===== config.mk =====
export PLATFORM = sky130hd
export DESIGN_NAME = uart_tx_arbiter
export DESIGN_NICKNAME = d
export VERILOG_FILES = /design/src/rtl/uart_tx_arbiter.sv
export SDC_FILE = /design/constraint.sdc
export NUM_CORES = 1
export LEC_CHECK = 0
export CAP_MARGIN = 20
export CORE_MARGIN = 1.5
export CORE_UTILIZATION = 45
export CTS_BUF_LIST = sky130_fd_sc_hd__clkbuf_8
export DETAILED_ROUTE_END_ITERATION = 12
export PLACE_DENSITY = 0.87
export SYNTH_ARGS = -nofsm -noshare
export SYNTH_HDL_FRONTEND = slang
export SYNTH_SLANG_ARGS = --single-unit

===== constraint.sdc =====
create_clock -name clk -period 3.5 [get_ports clk]
set_input_delay 0.875 -clock clk [delete_from_list [all_inputs] [get_ports clk]]
set_output_delay 0.875 -clock clk [all_outputs]
set_load 0.02 [all_outputs]

===== src/rtl/uart_tx_arbiter.sv =====
// Round-robin arbiter sharing one UART transmitter among NUM_REQ byte sources.
// Optional WAIT watchdog enabled by defining TX_TIMEOUT_EN.
module uart_tx_arbiter #(
  parameter int NUM_REQ        = 4,
  parameter int DATA_W         = 8,
  parameter int TIMEOUT_CYCLES = 120000,
  localparam int GW = (NUM_REQ > 1) ? $clog2(NUM_REQ) : 1
) (
  input  logic                      clk,
  input  logic                      rst_n,
  input  logic [NUM_REQ-1:0]        req_valid,
  input  logic [NUM_REQ*DATA_W-1:0] req_data,
  output logic [NUM_REQ-1:0]        req_ready,
  output logic [DATA_W-1:0]         uart_data_in,
  output logic                      uart_tx_start,
  input  logic                      uart_tx_done,
  output logic                      busy,
  output logic [GW-1:0]             grant_id,
  output logic                      timeout_err
);

  typedef enum logic [1:0] {
    S_IDLE,
    S_GRANT,
    S_START,
    S_WAIT
  } state_e;

  state_e              state_q, state_d;
  logic [GW-1:0]       ptr_q, ptr_d;
  logic [GW-1:0]       grant_q, grant_d;
  logic [NUM_REQ-1:0]  ready_q, ready_d;
  logic [DATA_W-1:0]   data_q, data_d;
  logic                start_q, start_d;
  logic                busy_q, busy_d;
  logic                tout_q, tout_d;
  logic                done_prev_q;
  logic                done_rise;
  logic                sel_found;
  logic [GW-1:0]       sel_idx;
  logic [GW-1:0]       sel_next;

`ifdef TX_TIMEOUT_EN
  localparam int CW = $clog2(TIMEOUT_CYCLES + 1);
  logic [CW-1:0]       cnt_q, cnt_d;
`endif

  assign done_rise = uart_tx_done & ~done_prev_q;

  // First valid requester at or after the pointer, wrapping.
  always_comb begin
    logic [GW-1:0] j;
    sel_found = 1'b0;
    sel_idx   = '0;
    j         = '0;
    for (int k = 0; k < NUM_REQ; k++) begin
      j = GW'((int'(ptr_q) + k) % NUM_REQ);
      if (!sel_found && req_valid[j]) begin
        sel_found = 1'b1;
        sel_idx   = j;
      end
    end
    if (sel_idx == GW'(NUM_REQ - 1)) begin
      sel_next = '0;
    end else begin
      sel_next = sel_idx + 1'b1;
    end
  end

  // Next-state and registered-output values.
  always_comb begin
    state_d = state_q;
    ptr_d   = ptr_q;
    grant_d = grant_q;
    ready_d = '0;
    data_d  = data_q;
    start_d = 1'b0;
    tout_d  = 1'b0;
`ifdef TX_TIMEOUT_EN
    cnt_d   = cnt_q;
`endif
    unique case (state_q)
      S_IDLE: begin
        if (sel_found) begin
          grant_d = sel_idx;
          ptr_d   = sel_next;
          ready_d = NUM_REQ'(1) << sel_idx;
          state_d = S_GRANT;
        end
      end
      S_GRANT: begin
        data_d  = req_data[int'(grant_q)*DATA_W +: DATA_W];
        start_d = 1'b1;
        state_d = S_START;
      end
      S_START: begin
`ifdef TX_TIMEOUT_EN
        cnt_d   = '0;
`endif
        state_d = S_WAIT;
      end
      S_WAIT: begin
        if (done_rise) begin
          state_d = S_IDLE;
`ifdef TX_TIMEOUT_EN
        end else if (cnt_q == CW'(TIMEOUT_CYCLES - 1)) begin
          tout_d  = 1'b1;
          state_d = S_IDLE;
        end else begin
          cnt_d   = cnt_q + 1'b1;
`endif
        end
      end
      default: state_d = S_IDLE;
    endcase
    busy_d = (state_d != S_IDLE);
  end

  // State, pointer and registered outputs.
  always_ff @(posedge clk or negedge rst_n) begin
    if (!rst_n) begin
      state_q     <= S_IDLE;
      ptr_q       <= '0;
      grant_q     <= '0;
      ready_q     <= '0;
      data_q      <= '0;
      start_q     <= 1'b0;
      busy_q      <= 1'b0;
      tout_q      <= 1'b0;
      done_prev_q <= 1'b0;
    end else begin
      state_q     <= state_d;
      ptr_q       <= ptr_d;
      grant_q     <= grant_d;
      ready_q     <= ready_d;
      data_q      <= data_d;
      start_q     <= start_d;
      busy_q      <= busy_d;
      tout_q      <= tout_d;
      done_prev_q <= uart_tx_done;
    end
  end

`ifdef TX_TIMEOUT_EN
  // WAIT watchdog counter.
  always_ff @(posedge clk or negedge rst_n) begin
    if (!rst_n) begin
      cnt_q <= '0;
    end else begin
      cnt_q <= cnt_d;
    end
  end
  assign timeout_err = tout_q;
`else
  assign timeout_err = 1'b0;
`endif

  assign req_ready     = ready_q;
  assign uart_data_in  = data_q;
  assign uart_tx_start = start_q;
  assign busy          = busy_q;
  assign grant_id      = grant_q;

endmodule


* After elaboration in Yosys (flattened, before gate mapping)
Cells that the tools add are included.
** Cells by class
- Equal/unequal tests :: 4
- Add/sub/neg operators :: 4
- Multiplexer cells :: 23
- $lt $le $gt $ge :: 4
- Reduce and logical (&&, ||, !) cells :: 9
- Shift-type cells :: 2
- Bitwise logic cells :: 2
** Operator list (count)
- 32-bit by 6-bit indexed part select with 8-bit output :: 1
- 2-bit two-way mux :: 7
- 2-bit by 3-bit < comparator with 1-bit output, second input constant :: 4
- 1-bit two-way mux :: 9
- 1-bit binary-select mux with 2-bit select :: 4
- 4-bit two-way mux :: 2
- 2-bit one-hot mux with 4 select lines :: 1
- 2-bit == test, second input constant :: 3
- 2-bit by 1-bit adder with 2-bit output, second input constant :: 2
- 2-bit adder, second input constant :: 2
- 1-bit by 2-bit << shifter with 4-bit output, first input constant :: 1
- 1-bit logical AND :: 3
- 1-bit logical NOT :: 3
- 2-bit by 1-bit == test with 1-bit output, second input constant :: 1
- 2-bit logical NOT :: 1
- 2-bit AND reduction :: 1
- 2-bit nonzero test :: 1
- 1-bit AND :: 1
- 1-bit inverter :: 1
** Word-level totals
- Logic and storage cells :: 56
- Input port bits :: 39
- Output and inout bits :: 17
- Bits in registers :: 21

* Longest topological paths before layout
- Word-level depth :: 15
- Mapped depth :: 6
- Mapped depth without buffers :: 6

* Least setup slack after synthesis
No wires, ideal clock.
- Path kind :: input to register
- Start :: input port req_valid[2]
- End :: register ptr_q[0]
- Path buffers :: 0
- Stages :: 6
- Library setup time :: 0.067 ns
- Setup slack :: 1.452 ns
- Data required time :: 3.433 ns
- Data arrival time :: 1.981 ns
- Cell sequence :: nor2b_1 > a221oi_1 > nor2_1 > ha_1 > nor3_1 > a32o_1
** Between the ends
- Cells in the longest elaborated chain, start to end :: 14
- Elaborated cells on any way between the ends :: 26
- Those cells by class :: add/sub (1); eq/ne (1); mux (17); reduce/logical (7)
** RTL lines
- start: declaration :: line 11 : input logic [NUM_REQ-1:0] req_valid,
- 1-bit binary-select mux with 2-bit select :: line 58 : if (!sel_found && req_valid[j]) begin
- 1-bit two-way mux (implied by the code) :: line 58
- 1-bit two-way mux :: line 58
- 1-bit logical NOT :: line 58
- 1-bit logical AND :: line 58
- 1-bit two-way mux :: line 58
- 1-bit logical NOT :: line 58
- 1-bit logical AND :: line 58
- 1-bit two-way mux :: line 58
- 1-bit logical NOT :: line 58
- 1-bit logical AND :: line 58
- 2-bit two-way mux * :: line 58
- net sel_idx[1] :: line 40 : logic [GW-1:0] sel_idx;
- 2-bit == test * :: line 63 : if (sel_idx == GW'(NUM_REQ - 1)) begin
- 2-bit two-way mux * :: line 63
- end signal: assignment :: line 133 : ptr_q <= ptr_d;
- end: declaration :: line 30 : logic [GW-1:0] ptr_q, ptr_d;
Mark *: on every way through the listed nets, which the timed path passes. The rest lies on a longest branch. The select of a mux whose other input is x is not followed.
A chain may end at the register's enable or synchronous reset.

* Final worst setup path
Same ends and word-level chain as after synthesis.

==> reports/results.env <==
P_LEAK_nW=0.728
VDD_IR_DROP_MAX_V=0.000420
ANTENNA_FOUND_INITIAL=0
SYNTH-EDFF-COUNT=0
CRIT_TYPE='in -> reg'
ROUTE.DETAILED.DRC=0
MOST-COMMON-LAYOUT-CELLS='clkdlybuf4s50_1 (54), dfrtp_1 (21), mux4_2 (8), mux2_4 (8)'
WORST_SETUP_HOLD_PATH_CLK_SLEW_NS=0.07
TRITONROUTE_PASS_1_ITERS=3
FINISH.UTILIZATION_PCT=71.7
DP_CELLS=167
CRIT_SLOWEST_CELL='clkdlybuf4s50_1'
PLACED_CELL_AREA_SQ_MM=0.00173
CTS_RESIZED=0
CRITICAL_PATH.CELL_CHAIN='clkdlybuf4s50_1 -> nor2b_1 -> a221oi_1 -> nor2_1 -> ha_1 -> nor3_1 -> a32o_1'
CRITICAL_PATH.TOP_DELAY_FAMILY='compound AO/OA/AOI/OAI gates'
WORST_SLEW_MARGIN_RELATIVE_TO_ITS_LIMIT_PCT=33.1
CLOCK_SINKS=21
CTS_INSERTED_BUFFERS=3
CLOCK_LATENCY_NS=0.26
GLOBALROUTEOVERFLOWTOTAL=0
SYNTH_LARGEST_TYPE_AREA_FRACTION_PCT=44.5
FINAL_INSTANCE_COUNT_EXCL_FILLERS=171
PLACE_CONGESTION=0.729
SYN_NETS=130
GLOBALROUTETOTALUTIL_PCT=18.0
DRT_WL_TOTAL_UM=2600
DRT-INITIAL-DRC-COUNT=8
VIASPERCELL=5.29
WORST_CASE_SETUP_SLACK_AFTER_PLACEMENT_NS=0.660
HOLDBUFCOUNTCTS=0
MAXIMUM_BUFFER_DEPTH_OF_THE_CLOCK_TREE=2
POSTSYNTHCELLCOUNT=87
RRSETUPSLACK_NS=1.69
YOSYS.AREA.TOP_TYPE='dfrtp_1'
CRITICAL_PATH_MAX_STAGE_DELAY_NS=0.52
FLOORPLAN.DIE_AREA_SQ_MM=0.00294
WORST_EP_ARRIVAL_TIME_NS=2.82
CRIT_BUF_INV=1
FLOW.AREA_GROWTH_FROM_SYNTHESIS_PCT=50.4
STATUS='finished, final reports clean'
POST_CTS.REPAIR.SETUP_BUFFERS=0
YS.WARNINGS.COUNT=0
PIN_COUNT=56
TIMING.FINAL.SETUP_VIOLATIONS=0
FINALCLOCKSKEW_NS=0.00261
YS_TOP_CELLS_BY_AREA='dfrtp_1 (44%), mux4_2 (15%), mux2_4 (10%)'
FILLER_CELL_COUNT=189
MIN_PERIOD_NS=2.62
ANTENNA_VIOLATING_NETS_POST_ROUTE=0
FLOORPLAN.CORE_AREA_SQ_MM=0.00248
FINAL_WORST_PATH_SETUP_SLACK_NS=0.883
ANTENNA_CELLS_INSERTED=0
TIMING.FINAL.CRIT_SHARE_PCT=74.8
STD_CELL_ROWS=18
FINAL-HOLD-VIOLATION-COUNT=0
NETS_FINAL=185
START_UTIL_PCT=47.7
HOLDCRITPATHCLASS='reg -> reg'
WORST-ENDPOINT-REQUIRED_NS=3.70
CP_STARTPOINT_KIND='input port'
HPWL_UM=2030
HTREE_LEVELS=1
TRITONCTS='built'
CHIPWIDTH_UM=54.2
TIGHTEST_SLEW_NS=1.00
LAYOUT.CELLS.MOST_COMMON='clkdlybuf4s50_1'
YS_FF_LATCH=21
VIA_COUNT=905
RSZ0062_AT_GRT='false'
SYNTH_CELL_TYPES=30
SEQ_AREA_FRAC_SYNTH_PCT=44.5
MAIN_FLOP_TYPE_AFTER_SYNTHESIS='dfrtp_1'
POST-ROUTE-CELL-AREA_SQ_MM=0.00178
PLACE.PORT_BUFFERS=54
GRT_PASS1_VIAS=939
FMAXACHIEVABLE_MHz=382
WORST_SETUP_PATH_END_KIND='flop'
FIN_SETUP_TNS_NS=0
ASYNCSETRESETFLOPFRACSYNTH_PCT=100
CHIPHEIGHT_UM=54.2
CRITPATHMAXFANOUT=5
ROOT_BUFFER_SELECTED_BY_CTS='clkbuf_8'
GRT_FIRST_PASS_WIRELENGTH_UM=3800
AVGSYNTHCELLAREA_SQ_UM=13.6
ROUTED_WIRE_LENGTH_PER_INSTANCE_UM=15.2
MAX_CAP_VIOL_COUNT=0
SLEW_VIOL_FINAL=0
POWER_DENSITY_mW_PER_MM2=669
LAYOUT-DRIVE-GT1-SHARE_PCT=16.3
GRT_START_MAX_NET_PINS=22
POST_SYNTH_INSTANCE_AREA_SQ_MM=0.00118
[path summary, 6_finish.rpt]
path,startpoint,to,depth (start not counted)
min in group asynchronous,rst_n,uart_data_in[4],1
worst max register to register,ptr_q[1],ptr_q[0],6
worst max-delay path,req_valid[2],ptr_q[0],7
worst min-delay path,uart_data_in[1],uart_data_in[1],1
max in group asynchronous,rst_n,uart_data_in[2],1
worst min register to register,uart_data_in[1],uart_data_in[1],1
[flip-flops by register name (all words and copies together) (netlist names)]
| name | count |
|---|---|
| busy | 1 |
| done_prev_q | 1 |
| grant_id | 2 |
| ptr_q | 2 |
| req_ready | 4 |
| state_q | 2 |
| uart_data_in | 8 |
| uart_tx_start | 1 |
[where the power goes]
| part | internal [mW] | switching, mW | total, mW |
|---|---|---|---|
| combinational | 0.370 | 0.241 | 0.610 |
| sequential | 0.328 | 0.0976 | 0.426 |
| clock | 0.0781 | 0.0751 | 0.153 |
| total | 0.776 | 0.414 | 1.19 |
[layout make-up]
class	instances	area [sq um]	area share, %
well taps	30	37.5	2.11
clock inverters	1	3.75	0.211
clock buffers	3	41.3	2.32
flip-flops and latches	21	526	29.6
multi-input cells	60	621	34.9
repair buffers	54	541	30.4
inverters	2	7.51	0.423
[per-stage QoR]
stage,power [mW],hold slack [ns]
global route,1.26,0.523
finish,1.19,0.510
detailed placement,1.04,0.490
floorplan,0.809,0.486
global placement,1.03,0.493
CTS,1.20,0.514
[per-layer routing]
layer / vias to the layer above / GRT usage [%] / wire length, um / share of wire [%]
met1: 436 / 19.9 / 1020 / 39
met4: 0 / 5.00 / 14 / 0.54
met2: 44 / 34.7 / 1260 / 49
met3: 2 / 3.28 / 303 / 12
li1: 423 / - / - / -
met5: - / 0 / 0 / 0
[logic make-up after synthesis]
group | after synthesis | share of synthesized area, %
compound gates | 13 | 8.16
other cells | 1 | 0.317
buf+inv | 6 | 2.97
simple gates | 25 | 13.5
flops | 21 | 44.5
mux | 17 | 26.4
fa+ha+maj | 4 | 4.24
[cell usage after synthesis (3+ instances only)]
cell,number
and2_1,5
mux2_4,8
o21ai_0,5
dfrtp_1,21
nand2b_1,5
mux4_2,8
ha_1,4
nand2_1,3
nor2_1,3
(Power assumes the default switching activity.)
